File: config.mk
export PLATFORM = sky130hd
export DESIGN_NAME = half_duplex_shifter
export DESIGN_NICKNAME = d
export VERILOG_FILES = /design/src/rtl/half_duplex_pkg.sv /design/src/rtl/half_duplex_shifter_bit_timer.sv /design/src/rtl/half_duplex_shifter.sv
export SDC_FILE = /design/constraint.sdc
export NUM_CORES = 1
export LEC_CHECK = 0
export CORE_MARGIN = 5
export CORE_UTILIZATION = 40
export CTS_BUF_LIST = sky130_fd_sc_hd__clkbuf_16
export DETAILED_ROUTE_END_ITERATION = 6
export DONT_BUFFER_PORTS = 1
export PLACE_DENSITY_LB_ADDON = 0.3
export SLEW_MARGIN = 15
export SYNTH_ARGS = -nofsm -noshare
export SYNTH_HDL_FRONTEND = slang
export SYNTH_SLANG_ARGS = --single-unit
File: constraint.sdc
create_clock -name clk -period 2.2 [get_ports clk]
set_input_delay 0.44 -clock clk [delete_from_list [all_inputs] [get_ports clk]]
set_output_delay 0.44 -clock clk [all_outputs]
set_load 0.01 [all_outputs]
File: src/rtl/half_duplex_pkg.sv
// Shared types and constants for the half-duplex bit-serial shifter.
// The optional even-parity frame bit is enabled by defining PARITY_EN.
package half_duplex_pkg;

    typedef enum logic [1:0] {
        ST_IDLE = 2'd0,
        ST_TX   = 2'd1,
        ST_TURN = 2'd2,
        ST_RX   = 2'd3
    } state_t;

    localparam logic DIR_DRIVE   = 1'b1;
    localparam logic DIR_RELEASE = 1'b0;

    // Width of a down-counter that must hold values 0 .. max(a,b)-1.
    function automatic int cnt_width(input int a, input int b);
        int m;
        m = (a > b) ? a : b;
        return (m <= 2) ? 1 : $clog2(m);
    endfunction

endpackage

File: src/rtl/half_duplex_shifter_bit_timer.sv
// Per-phase cycle down-counter: bit_end marks the last cycle of a bit period
// (or turnaround window); restart loads a new period length.
module bit_timer
    import half_duplex_pkg::*;
#(
    parameter int BIT_CYCLES  = 4,
    parameter int TURN_CYCLES = 2,
    parameter int CW          = cnt_width(BIT_CYCLES, TURN_CYCLES)
) (
    input  logic          clk,
    input  logic          rst,
    input  logic          en,
    input  logic          restart,
    input  logic [CW-1:0] load,
    output logic          bit_end,
    output logic          sample
);

    logic [CW-1:0] cnt;

    // Auto-reload keeps consecutive bit periods back to back without a restart.
    always_ff @(posedge clk) begin
        if (rst)
            cnt <= '0;
        else if (restart)
            cnt <= load;
        else if (en)
            cnt <= (cnt == '0) ? CW'(BIT_CYCLES - 1) : cnt - CW'(1);
    end

    assign bit_end = (cnt == '0);
    assign sample  = en && bit_end;

endmodule

File: src/rtl/half_duplex_shifter.sv
// Half-duplex serial controller: sends one word MSB-first, optionally turns the
// line around and receives one word. Define PARITY_EN to append even parity.
module half_duplex_shifter
    import half_duplex_pkg::*;
#(
    parameter int DATA_W      = 8,
    parameter int BIT_CYCLES  = 4,
    parameter int TURN_CYCLES = 2
) (
    input  logic              clk,
    input  logic              rst,
    input  logic              tx_valid,
    output logic              tx_ready,
    input  logic [DATA_W-1:0] tx_data,
    input  logic              rx_en,
    output logic              dir,
    output logic              data_out,
    input  logic              data_in,
    output logic              rx_valid,
    output logic [DATA_W-1:0] rx_data,
    output logic              rx_perr,
    output logic              done
);

`ifdef PARITY_EN
    localparam int PAR_BITS = 1;
`else
    localparam int PAR_BITS = 0;
`endif
    localparam int FRAME_W = DATA_W + PAR_BITS;
    localparam int BW      = $clog2(FRAME_W);
    localparam int CW      = cnt_width(BIT_CYCLES, TURN_CYCLES);

    state_t             state;
    logic [FRAME_W-2:0] tx_sh;
    logic [FRAME_W-2:0] rx_sh;
    logic [FRAME_W-1:0] tx_frame;
    logic [FRAME_W-1:0] rx_frame;
    logic [BW-1:0]      bit_cnt;
    logic               rx_en_q;
    logic               accept;
    logic               last_bit;
    logic               restart;
    logic [CW-1:0]      load;
    logic               bit_end;
    logic               sample;

    assign accept   = tx_valid && tx_ready;
    assign last_bit = (bit_cnt == BW'(FRAME_W - 1));
    assign rx_frame = {rx_sh, data_in};

`ifdef PARITY_EN
    assign tx_frame = {tx_data, ^tx_data};
`else
    assign tx_frame = tx_data;
`endif

    always_comb begin
        restart = 1'b0;
        load    = CW'(BIT_CYCLES - 1);
        case (state)
            ST_IDLE: restart = accept;
            ST_TX: begin
                if (bit_end && last_bit && rx_en_q) begin
                    restart = 1'b1;
                    load    = CW'(TURN_CYCLES - 1);
                end
            end
            ST_TURN: restart = bit_end;
            default: ;
        endcase
    end

    bit_timer #(
        .BIT_CYCLES  (BIT_CYCLES),
        .TURN_CYCLES (TURN_CYCLES),
        .CW          (CW)
    ) u_timer (
        .clk     (clk),
        .rst     (rst),
        .en      (state != ST_IDLE),
        .restart (restart),
        .load    (load),
        .bit_end (bit_end),
        .sample  (sample)
    );

    always_ff @(posedge clk) begin
        if (rst) begin
            state    <= ST_IDLE;
            tx_ready <= 1'b1;
            dir      <= DIR_RELEASE;
            data_out <= 1'b0;
            rx_valid <= 1'b0;
            rx_data  <= '0;
            rx_perr  <= 1'b0;
            done     <= 1'b0;
            tx_sh    <= '0;
            rx_sh    <= '0;
            bit_cnt  <= '0;
            rx_en_q  <= 1'b0;
        end else begin
            done     <= 1'b0;
            rx_valid <= 1'b0;
            case (state)
                ST_IDLE: begin
                    if (accept) begin
                        state    <= ST_TX;
                        tx_ready <= 1'b0;
                        dir      <= DIR_DRIVE;
                        data_out <= tx_frame[FRAME_W-1];
                        tx_sh    <= tx_frame[FRAME_W-2:0];
                        rx_en_q  <= rx_en;
                        bit_cnt  <= '0;
                    end
                end
                ST_TX: begin
                    if (bit_end) begin
                        if (last_bit) begin
                            dir      <= DIR_RELEASE;
                            data_out <= 1'b0;
                            bit_cnt  <= '0;
                            if (rx_en_q) begin
                                state <= ST_TURN;
                            end else begin
                                state    <= ST_IDLE;
                                done     <= 1'b1;
                                tx_ready <= 1'b1;
                            end
                        end else begin
                            bit_cnt  <= bit_cnt + BW'(1);
                            data_out <= tx_sh[FRAME_W-2];
                            tx_sh    <= tx_sh << 1;
                        end
                    end
                end
                ST_TURN: begin
                    if (bit_end)
                        state <= ST_RX;
                end
                ST_RX: begin
                    if (sample) begin
                        rx_sh <= rx_frame[FRAME_W-2:0];
                        if (last_bit) begin
                            state    <= ST_IDLE;
                            done     <= 1'b1;
                            rx_valid <= 1'b1;
                            tx_ready <= 1'b1;
                            rx_data  <= rx_frame[FRAME_W-1 -: DATA_W];
`ifdef PARITY_EN
                            rx_perr  <= ^rx_frame;
`else
                            rx_perr  <= 1'b0;
`endif
                        end else begin
                            bit_cnt <= bit_cnt + BW'(1);
                        end
                    end
                end
                default: state <= ST_IDLE;
            endcase
        end
    end

endmodule

==> impl_metrics.py, run 1 <==
metrics = {
    "global_routing": {
        "first_global_vias": 1220,
        "grt_max_degree": 38,
        "grt.total_usage_pct": 14.4,
        "antenna_found_initial": 0,
        "grt_pass1_wl_um": 5800,
        "overflow": 0,
    },
    "routing": {
        "routedWlPerCell_um": 15.8,
        "num_vias": 1220,
        "drt_iter0_drc": 108,
        "drc": 0,
        "wirelength_um": 3430,
        "avgViaCountPerCell": 5.62,
        "antenna_left": 0,
        "drt_pass1_iterations": 4,
    },
    "floorplanning": {
        "die_area_sq_um": 5280,
        "initial_core_util_pct": 42.0,
        "core_sq_um": 3740,
        "die_h_um": 72.7,
        "num_rows": 22,
        "dieWidth_um": 72.7,
        "io_pins": 27,
    },
    "logic_synthesis": {
        "ys_warn_count": 0,
        "async_flop_share_pct": 0,
        "synth_ff_type": "dfxtp_1",
        "synth_cells": 169,
        "yosys.area_share.simple_pct": 19.0,
        "syn_area_sq_um": 1570,
        "synth_top_family_by_area": "simple AND/OR/NAND/NOR gates",
        "seq_area_frac_synth_pct": 44.6,
        "ys_ff_latch": 35,
        "synth_adder_area_share_pct": 2.39,
        "yosysUniqueCellTypes": 38,
        "syn_avg_cell_area_sq_um": 9.30,
        "synth-xor-area-share_pct": 0,
        "syn_nets": 185,
        "synth_edf_count": 0,
        "muxShareOfSynthArea_pct": 10.7,
        "synth_compound_area_share_pct": 16.8,
    },
    "sta": {
        "whs_ps": 229,
        "fmax_mhz": 591,
        "maxSlewViolCount": 0,
        "skew_ps": 3.64,
        "setup_viol": 0,
        "hold_viol": 0,
        "grt_setup_unrepaired": "false",
        "finalSetupTns_ps": 0,
        "finalCritPeriodShare_pct": 77.0,
        "min_period_ps": 1690,
    },
    "worst_setup_path": {
        "cp-start-kind": "flop",
        "cp_cell_sequence": "inv_1 -> ha_1 -> nand3b_4 -> a21o_1 -> a211oi_1",
        "end_kind": "flop",
        "slowest_stage": "ha_1",
        "crit_fanout": 12,
        "crit_type": "reg -> reg",
        "required_ps": 2390,
        "crit_arrival_ps": 1880,
        "critPathMaxStageDelay_ps": 450,
    },
    "placement": {
        "hpwl_um": 2350,
        "place_area_sq_um": 1600,
        "post-place-cells": 209,
        "io_buffers": 0,
        "place.gp.congestion": 0.837,
    },
    "job": {
        "drv_cap": 0,
    },
    "cts": {
        "worstSkewPairLatency_ps": 280,
        "hold_buffers": 0,
        "clk_pin_slew_worst_paths_ps": 50,
        "post_cts_resized": 0,
        "clk_path_buf_depth": 2,
        "postCtsSetupBuffers": 0,
        "cts_sinks": 35,
        "root_buffer": "clkbuf_16",
        "cts_tree": "done",
        "htree_levels": 2,
        "numCtsBuffers": 5,
    },
    "hold_path": {
        "hold_path_class": "in -> reg",
    },
    "finish": {
        "fin_nets": 184,
        "post-route-cell-area_sq_um": 1740,
        "layout_commonest_cell": "dfxtp_1",
        "regArea_sq_um": 701,
        "multi_input_area_sq_um": 772,
        "areaGrowthSynthToFinish_pct": 10.5,
        "drive_above_1_share_pct": 11.8,
        "final_cell_mix": "dfxtp_1 (35), nand2_1 (20), a21oi_1 (14)",
        "fill_cells": 380,
        "antennaDiodeCount": 0,
        "fin_cells": 217,
    },
    "power_and_ir_drop": {
        "cellLeakagePower_nw": 0.690,
        "power_density_nw_per_um2": 872,
        "vdd_drop_max_v": 0.000505,
    },
    "status": {
        "status": "complete, no violations",
    },
}
-- sequential cells by signal, summed over array words and instances, names as in the netlist, named ones only --
register / flops
data_out: 1
rx_sh: 7
u_timer.cnt: 2
done: 1
bit_cnt: 3
dir: 1
rx_en_q: 1
state: 1
rx_data: 8
rx_valid: 1
tx_ready: 1
tx_sh: 7
-- cell type report --
class	count	share of cell area [%]
repair buffers	3	1.30
clock inverters	3	0.865
flip-flops and latches	35	40.3
multi-input cells	112	44.5
clock buffers	5	7.20
well taps	48	3.46
inverters	11	2.38
-- cells by family (layout without fill, tap and decap cells) --
group           Yosys count  count (layout)
fa+ha+maj                 3               3
other cells               1               1
buf+inv                  22              22
simple gates             53              53
flops                    35              35
mux                      16              16
compound gates           39              39
-- layer usage --
metal  GRT usage, %  routed length (um)
met1           16.5                1500
met2           22.6                1670
met3           6.61                 224
met4           6.76                  34
met5              0                   0
-- power breakdown --
group	switching, mW	internal, mW
clock network	0.260	0.411
registers	0.0259	0.667
logic	0.0798	0.0712
-- worst max-delay path, delay by kind of cell, from the launching register on --
kind                     cells  cell delay [ps]
AO/OA/AOI/OAI                2              550
adder cells (fa/ha/maj)      1              450
buffers and inverters        1               90
flip-flops                   1              300
AND/OR/NAND/NOR              1              200
-- final timing paths --
check,endpoint,cells past startpoint,from,slack [ps]
max,tx_sh[1],5,u_timer.cnt[0],510
min,data_out,1,rst,230
max reg2reg,tx_sh[1],5,u_timer.cnt[0],510
min reg2reg,tx_sh[4],2,tx_sh[4],450
-- synth_stat cells (2+ instances only) --
cell	number	share of area (%)
buf_2	4	1.3
a21oi_1	14	4.5
clkbuf_1	5	1.2
a311o_1	2	1.3
nor2_1	10	2.4
inv_1	11	2.6
and4bb_2	2	1.6
a311oi_1	2	1.1
ha_1	3	2.4
mux2i_1	10	6.4
nor3_1	2	0.64
nand3b_1	3	1.4
nand2_1	20	4.8
a211oi_1	12	5.7
mux2_2	6	4.3
dfxtp_1	35	45
nand2b_1	5	2.0
nand3_1	2	0.64
o21ai_0	2	0.64
-- stage by stage --
step	worst slack (ps)	util, %	total power, mW
4_1_cts	497	46.4	1.53
6_report	507	46.4	1.51
3_3_place_gp	579	42.6	0.846
2_1_floorplan	751	-	0.835
3_5_place_dp	516	42.6	0.856
5_1_grt	315	46.4	1.59
No activity file was read; power rests on OpenSTA's default activity.
==> run 2, diff against run 1 <==
==> constraint.sdc (replaced) <==
create_clock -name clk -period 1.48 [get_ports clk]
set_input_delay 0.296 -clock clk [delete_from_list [all_inputs] [get_ports clk]]
set_output_delay 0.296 -clock clk [all_outputs]
set_load 0.01 [all_outputs]
==> run 2 against run 1 <==
Via count grew 4.3%. Clock power grew 73%. Largest power group is now clock. First-iteration DRC count shrank 52%. Cell area grew 14%. Sequential power grew 49%. Largest cell class unchanged. Combinational power grew 120%. Utilization grew 6.3 points. Clock-buffer cell count is the same. Worst setup slack lost 470 ps. Power grew 66%. Final cell count grew 5.5%.
==> impl_metrics.py, run 2 (synthesized netlist as in run 1, its figures left out) <==
metrics = {
    "hold_path": {
        "hold_path_class": "in -> reg",
        "worstHoldEndpoint": "u_timer.cnt[0]",
        "hp-start": "rst",
        "min_path_cells": 1,
    },
    "finish": {
        "largest_reg_flops": 8,
        "reg_top3": "rx_data x8, rx_sh x7, tx_sh x7",
        "antennaDiodeCount": 0,
        "areaGrowthSynthToFinish_pct": 25.5,
        "fin_nets": 196,
        "regMostFlops": "rx_data",
        "final_cell_mix": "dfxtp_1 (33), nand2_1 (20), a21oi_1 (14), buf_4 (14), inv_1 (11)",
        "regArea_sq_um": 703,
        "drive_above_1_share_pct": 28.2,
        "fin_util_pct": 52.7,
        "multi_input_area_sq_um": 898,
        "fill_cells": 351,
        "layout_commonest_cell": "dfxtp_1",
    },
    "floorplanning": {
        "core_sq_um": 3740,
        "num_rows": 22,
        "dieWidth_um": 72.7,
        "die_area_sq_um": 5280,
        "initial_core_util_pct": 42.0,
        "die_h_um": 72.7,
        "io_pins": 27,
    },
    "sta": {
        "setup_slack_ps": 36.4,
        "skew_ps": 4.95,
        "setup_viol": 0,
        "maxSlewViolCount": 0,
        "hold_viol": 0,
        "finalCritPeriodShare_pct": 97.5,
        "min_period_ps": 1440,
        "grt_setup_unrepaired": "true",
        "whs_ps": 86.4,
        "fmax_mhz": 693,
    },
    "cts": {
        "clk_pin_slew_worst_paths_ps": 60,
        "root_buffer": "clkbuf_16",
        "cts_tree": "done",
        "clk_path_buf_depth": 2,
        "numCtsBuffers": 5,
        "htree_levels": 2,
        "cts_sinks": 35,
        "worstSkewPairLatency_ps": 280,
    },
    "placement": {
        "io_buffers": 0,
        "pre_cts_ws_ps": -117,
        "hpwl_um": 2370,
        "place.gp.congestion": 0.745,
    },
    "routing": {
        "drc": 0,
        "antenna_left": 0,
        "drt_iter0_drc": 52,
        "drt_pass1_iterations": 4,
        "routedWlPerCell_um": 15.7,
        "num_vias": 1272,
        "wirelength_um": 3600,
        "avgViaCountPerCell": 5.55,
    },
    "global_routing": {
        "grt_max_degree": 38,
        "overflow": 0,
        "antenna_found_initial": 0,
        "grt.total_usage_pct": 14.2,
        "grt_pass1_wl_um": 5870,
        "first_global_vias": 1236,
    },
    "job": {
        "drv_cap": 0,
    },
    "worst_setup_path": {
        "cp_cell_sequence": "ha_4 -> ha_4 -> nand3b_2 -> a211oi_2 -> a211oi_2",
        "ff2ff_setup_slack_ps": 40,
        "reg2reg_to": "tx_sh[1]",
        "cp-start-kind": "flop",
        "critPathBufInv": 0,
        "required_ps": 1640,
        "reg2reg_depth": 5,
        "r2r_start": "bit_cnt[0]",
        "crit_type": "reg -> reg",
        "critPathMaxStageDelay_ps": 330,
        "crit_fanout": 7,
        "path_delay_family": "compound AO/OA/AOI/OAI gates",
        "end_kind": "flop",
        "crit_arrival_ps": 1600,
        "slowest_stage": "dfxtp_1",
    },
    "power_and_ir_drop": {
        "power_density_nw_per_um2": 1280,
        "cellLeakagePower_nw": 0.769,
        "vdd_drop_max_v": 0.000813,
    },
    "status": {
        "status": "complete, no violations",
    },
}
[run 2: changes by cell type in the layout (fill, tap and decap cells not counted), sizes merged]
| cell | previous run | this run |
|---|---|---|
| bufinv | 0 | 1 |
| clkinvlp | 1 | 0 |
| nand3b | 4 | 5 |
| buf | 3 | 14 |
[run 2: cell type report]
class / count / share of cell area (%)
Inverter: 11 / 2.09
Clock inverter: 3 / 1.97
Sequential cell: 35 / 35.7
Timing Repair Buffer: 14 / 5.33
Clock buffer: 5 / 6.35
Tap cell: 48 / 3.05
Multi-Input combinational cell: 113 / 45.6
[run 2: repair_timing]
item,4_1_cts,5_1_grt
gates resized for setup,6,16
setup buffers,1,0
gates cloned,1,0
setup endpoints to repair,17,15
hold buffers,0,0
pin swaps,1,4
[run 2: how the worst max path moves through the flow]
stage / start / endpoint / slack, ps / cells after the start
4_1_cts: bit_cnt[0] / tx_sh[6] / 10 / 5
3_5_place_dp: bit_cnt[0] / tx_sh[2] / -120 / 5
3_3_place_gp: u_timer.cnt[0] / rx_sh[4] / -20 / 6
2_1_floorplan: bit_cnt[0] / tx_sh[1] / 30 / 5
5_1_grt: bit_cnt[0] / tx_sh[1] / -40 / 5
6_report: bit_cnt[0] / tx_sh[1] / 40 / 5
[run 2: worst reg2reg max path, stage by stage, from the launching register on]
cell	delay (ps)
dfxtp_1	330
ha_4	170
ha_4	170
nand3b_2	270
a211oi_2	300
a211oi_2	80
[run 2: per-layer routing]
layer	GRT usage, %	share of wire, %
met1	15.8	41
met2	24.5	50
met3	4.55	6.2
met4	6.76	2.2
met5	0	0
[run 2: through the flow]
stage	setup TNS (ps)	power, mW	instance area (sq um)	std cells
5_1_grt	-37.3	2.63	1970	229
2_1_floorplan	0	1.24	1570	169
6_report	0	2.52	1970	229
3_3_place_gp	-227	1.29	1670	219
3_5_place_dp	-939	1.30	1670	219
4_1_cts	0	2.49	1890	229
[run 2: power breakdown]
group / switching, mW / internal [mW] / total, mW / leakage (nW)
Sequential: 0.0361 / 0.992 / 1.03 / 0.286
Clock: 0.373 / 0.784 / 1.16 / 0.0812
Combinational: 0.163 / 0.170 / 0.333 / 0.403
Total: 0.572 / 1.95 / 2.52 / 0.769
==> run 3, diff against run 2 <==
--- a/config.mk
+++ b/config.mk
@@ -6,10 +6,11 @@
 export NUM_CORES = 1
 export LEC_CHECK = 0
 export CORE_MARGIN = 5
-export CORE_UTILIZATION = 40
+export CORE_UTILIZATION = 45
 export CTS_BUF_LIST = sky130_fd_sc_hd__clkbuf_16
 export DETAILED_ROUTE_END_ITERATION = 6
 export DONT_BUFFER_PORTS = 1
+export GPL_ROUTABILITY_DRIVEN = 0
 export PLACE_DENSITY_LB_ADDON = 0.3
 export SLEW_MARGIN = 15
 export SYNTH_ARGS = -nofsm -noshare
==> run 3 against run 2 <==
Utilization increased by 4.7 points. First-iteration DRC count increased by 38%. Highest routed layer unchanged. Worst setup slack improved by 34 ps. Critical endpoint is now tx_sh[4]. Clock-buffer cell count unchanged. Maximum frequency increased by 2.4%. Hold slack improved by 4.1 ps. Sequential share of layout area increased by 0.76 points. Largest power group is now sequential cells. Clock power decreased by 19%. Critical path depth increased by 1.
==> impl_metrics.py, run 3 (synthesized netlist as in run 1, its figures left out) <==
metrics = {
    "global_routing": {
        "gr-usage-met2_pct": 26.0,
        "grt_use_met3_pct": 6.54,
        "grt.total_usage_pct": 15.7,
        "first_global_vias": 1264,
        "top_usage_layer": "met2",
        "grt_use_met1_pct": 18.6,
        "overflow": 0,
        "antenna_found_initial": 0,
        "grt_max_degree": 38,
        "grt_pass1_wl_um": 6210,
    },
    "worst_setup_path": {
        "cp-start-kind": "flop",
        "required_ps": 1640,
        "reg2reg_depth": 6,
        "critPathMaxStageDelay_ps": 330,
        "crit_arrival_ps": 1560,
        "slowest_stage": "dfxtp_2",
        "r2r_start": "bit_cnt[1]",
        "path_delay_family": "flip-flops",
        "reg2reg_to": "tx_sh[4]",
        "critPathBufInv": 1,
        "cp_cell_sequence": "ha_4 -> ha_4 -> nand3b_4 -> buf_4 -> a211oi_2 -> a211oi_2",
        "ff2ff_setup_slack_ps": 70,
        "crit_type": "reg -> reg",
        "crit_fanout": 5,
        "end_kind": "flop",
    },
    "finish": {
        "drive_above_1_share_pct": 29.4,
        "reg_top3": "rx_data x8, rx_sh x7, tx_sh x7",
        "layout_commonest_cell": "dfxtp_1",
        "fin_cells": 226,
        "antennaDiodeCount": 0,
        "fin_nets": 196,
        "regMostFlops": "rx_data",
        "final_cell_mix": "dfxtp_1 (33), nand2_1 (19), buf_4 (14)",
        "largest_reg_flops": 8,
        "areaGrowthSynthToFinish_pct": 22.9,
    },
    "sta": {
        "skew_ps": 5.69,
        "fmax_mhz": 710,
        "min_period_ps": 1410,
        "whs_ps": 90.5,
        "maxSlewViolCount": 0,
        "grt_setup_unrepaired": "false",
        "setup_viol": 0,
        "hold_viol": 0,
        "finalCritPeriodShare_pct": 95.2,
    },
    "cts": {
        "cts_sinks": 35,
        "clk_path_buf_depth": 2,
        "htree_levels": 2,
        "hold_buffers": 0,
        "numCtsBuffers": 5,
        "worstSkewPairLatency_ps": 270,
        "clk_pin_slew_worst_paths_ps": 50,
        "cts_tree": "done",
        "root_buffer": "clkbuf_16",
    },
    "power_and_ir_drop": {
        "combinationalPowerShare_pct": 13.6,
        "sw_frac_of_total_pct": 23.0,
        "vdd_drop_max_v": 0.000647,
        "cellLeakagePower_nw": 0.755,
        "p_sw_mw": 0.524,
        "pwr-share-seq_pct": 45.0,
        "power_density_nw_per_um2": 1180,
        "clkPwrFrac_pct": 41.4,
        "p_int_mw": 1.75,
    },
    "job": {
        "drv_cap": 0,
    },
    "routing": {
        "routedWlPerCell_um": 15.6,
        "num_vias": 1249,
        "drc": 0,
        "antenna_left": 0,
        "wirelength_um": 3520,
        "drt_pass1_iterations": 4,
        "avgViaCountPerCell": 5.53,
        "drt_iter0_drc": 72,
    },
    "floorplanning": {
        "num_rows": 21,
        "initial_core_util_pct": 46.7,
        "core_sq_um": 3360,
        "dieWidth_um": 69.1,
        "io_pins": 27,
        "die_area_sq_um": 4770,
        "die_h_um": 69.1,
    },
    "status": {
        "status": "complete, no violations",
    },
    "hold_path": {
        "hp-start": "rst",
        "min_path_cells": 1,
        "worstHoldEndpoint": "tx_sh[3]",
        "hold_path_class": "in -> reg",
    },
    "placement": {
        "post-place-cells": 218,
        "hpwl_um": 2420,
        "io_buffers": 0,
    },
}
==> run 3: routing by layer <==
layer,vias up,wire [um]
met5,-,0
met2,28,1830
met1,596,1410
met4,0,40
met3,5,236
li1,620,-
==> run 3: how the worst max path moves through the flow <==
stage	cells after the start	slack [ps]	startpoint	to
global placement	6	7	bit_cnt[0]	tx_sh[6]
detailed placement	6	-60	bit_cnt[1]	bit_cnt[0]
floorplan	5	30	bit_cnt[0]	tx_sh[1]
finish	6	70	bit_cnt[1]	tx_sh[4]
CTS	6	1	bit_cnt[0]	tx_sh[5]
global route	6	6	bit_cnt[1]	tx_sh[4]
==> run 3: final cells by class <==
cell class	instances	area, sq um
Clock buffer	5	125
Clock inverter	2	8.76
Fill cell	324	1430
Inverter	11	41.3
Multi-Input combinational cell	112	878
Sequential cell	35	703
Tap cell	46	57.6
Timing Repair Buffer	15	116
==> run 3: power by group through the flow <==
stage	registers, mW	logic [mW]	clock network [mW]
2_1_floorplan	1.04	0.206	0
3_3_place_gp	1.04	0.256	0
3_5_place_dp	1.04	0.265	0
4_1_cts	1.02	0.281	0.971
5_1_grt	1.03	0.346	1.01
6_report	1.02	0.310	0.942
==> run 3: stage by stage <==
stage          util [%]  cell area, sq um  total power [mW]  setup TNS [ps]  setup WS (ps)
2_1_floorplan         -              1570              1.24               0           30.9
3_3_place_gp       49.9              1680              1.29               0           6.65
3_5_place_dp       49.9              1680              1.30            -492          -63.2
4_1_cts            54.9              1850              2.27               0           1.17
5_1_grt            57.4              1930              2.39               0           6.45
6_report           57.4              1930              2.28               0           70.8
==> run 3: timing repair <==
item,CTS,global route
buffers inserted,0,1
pin swaps,0,4
setup endpoints to repair,17,18
resized for setup,7,17
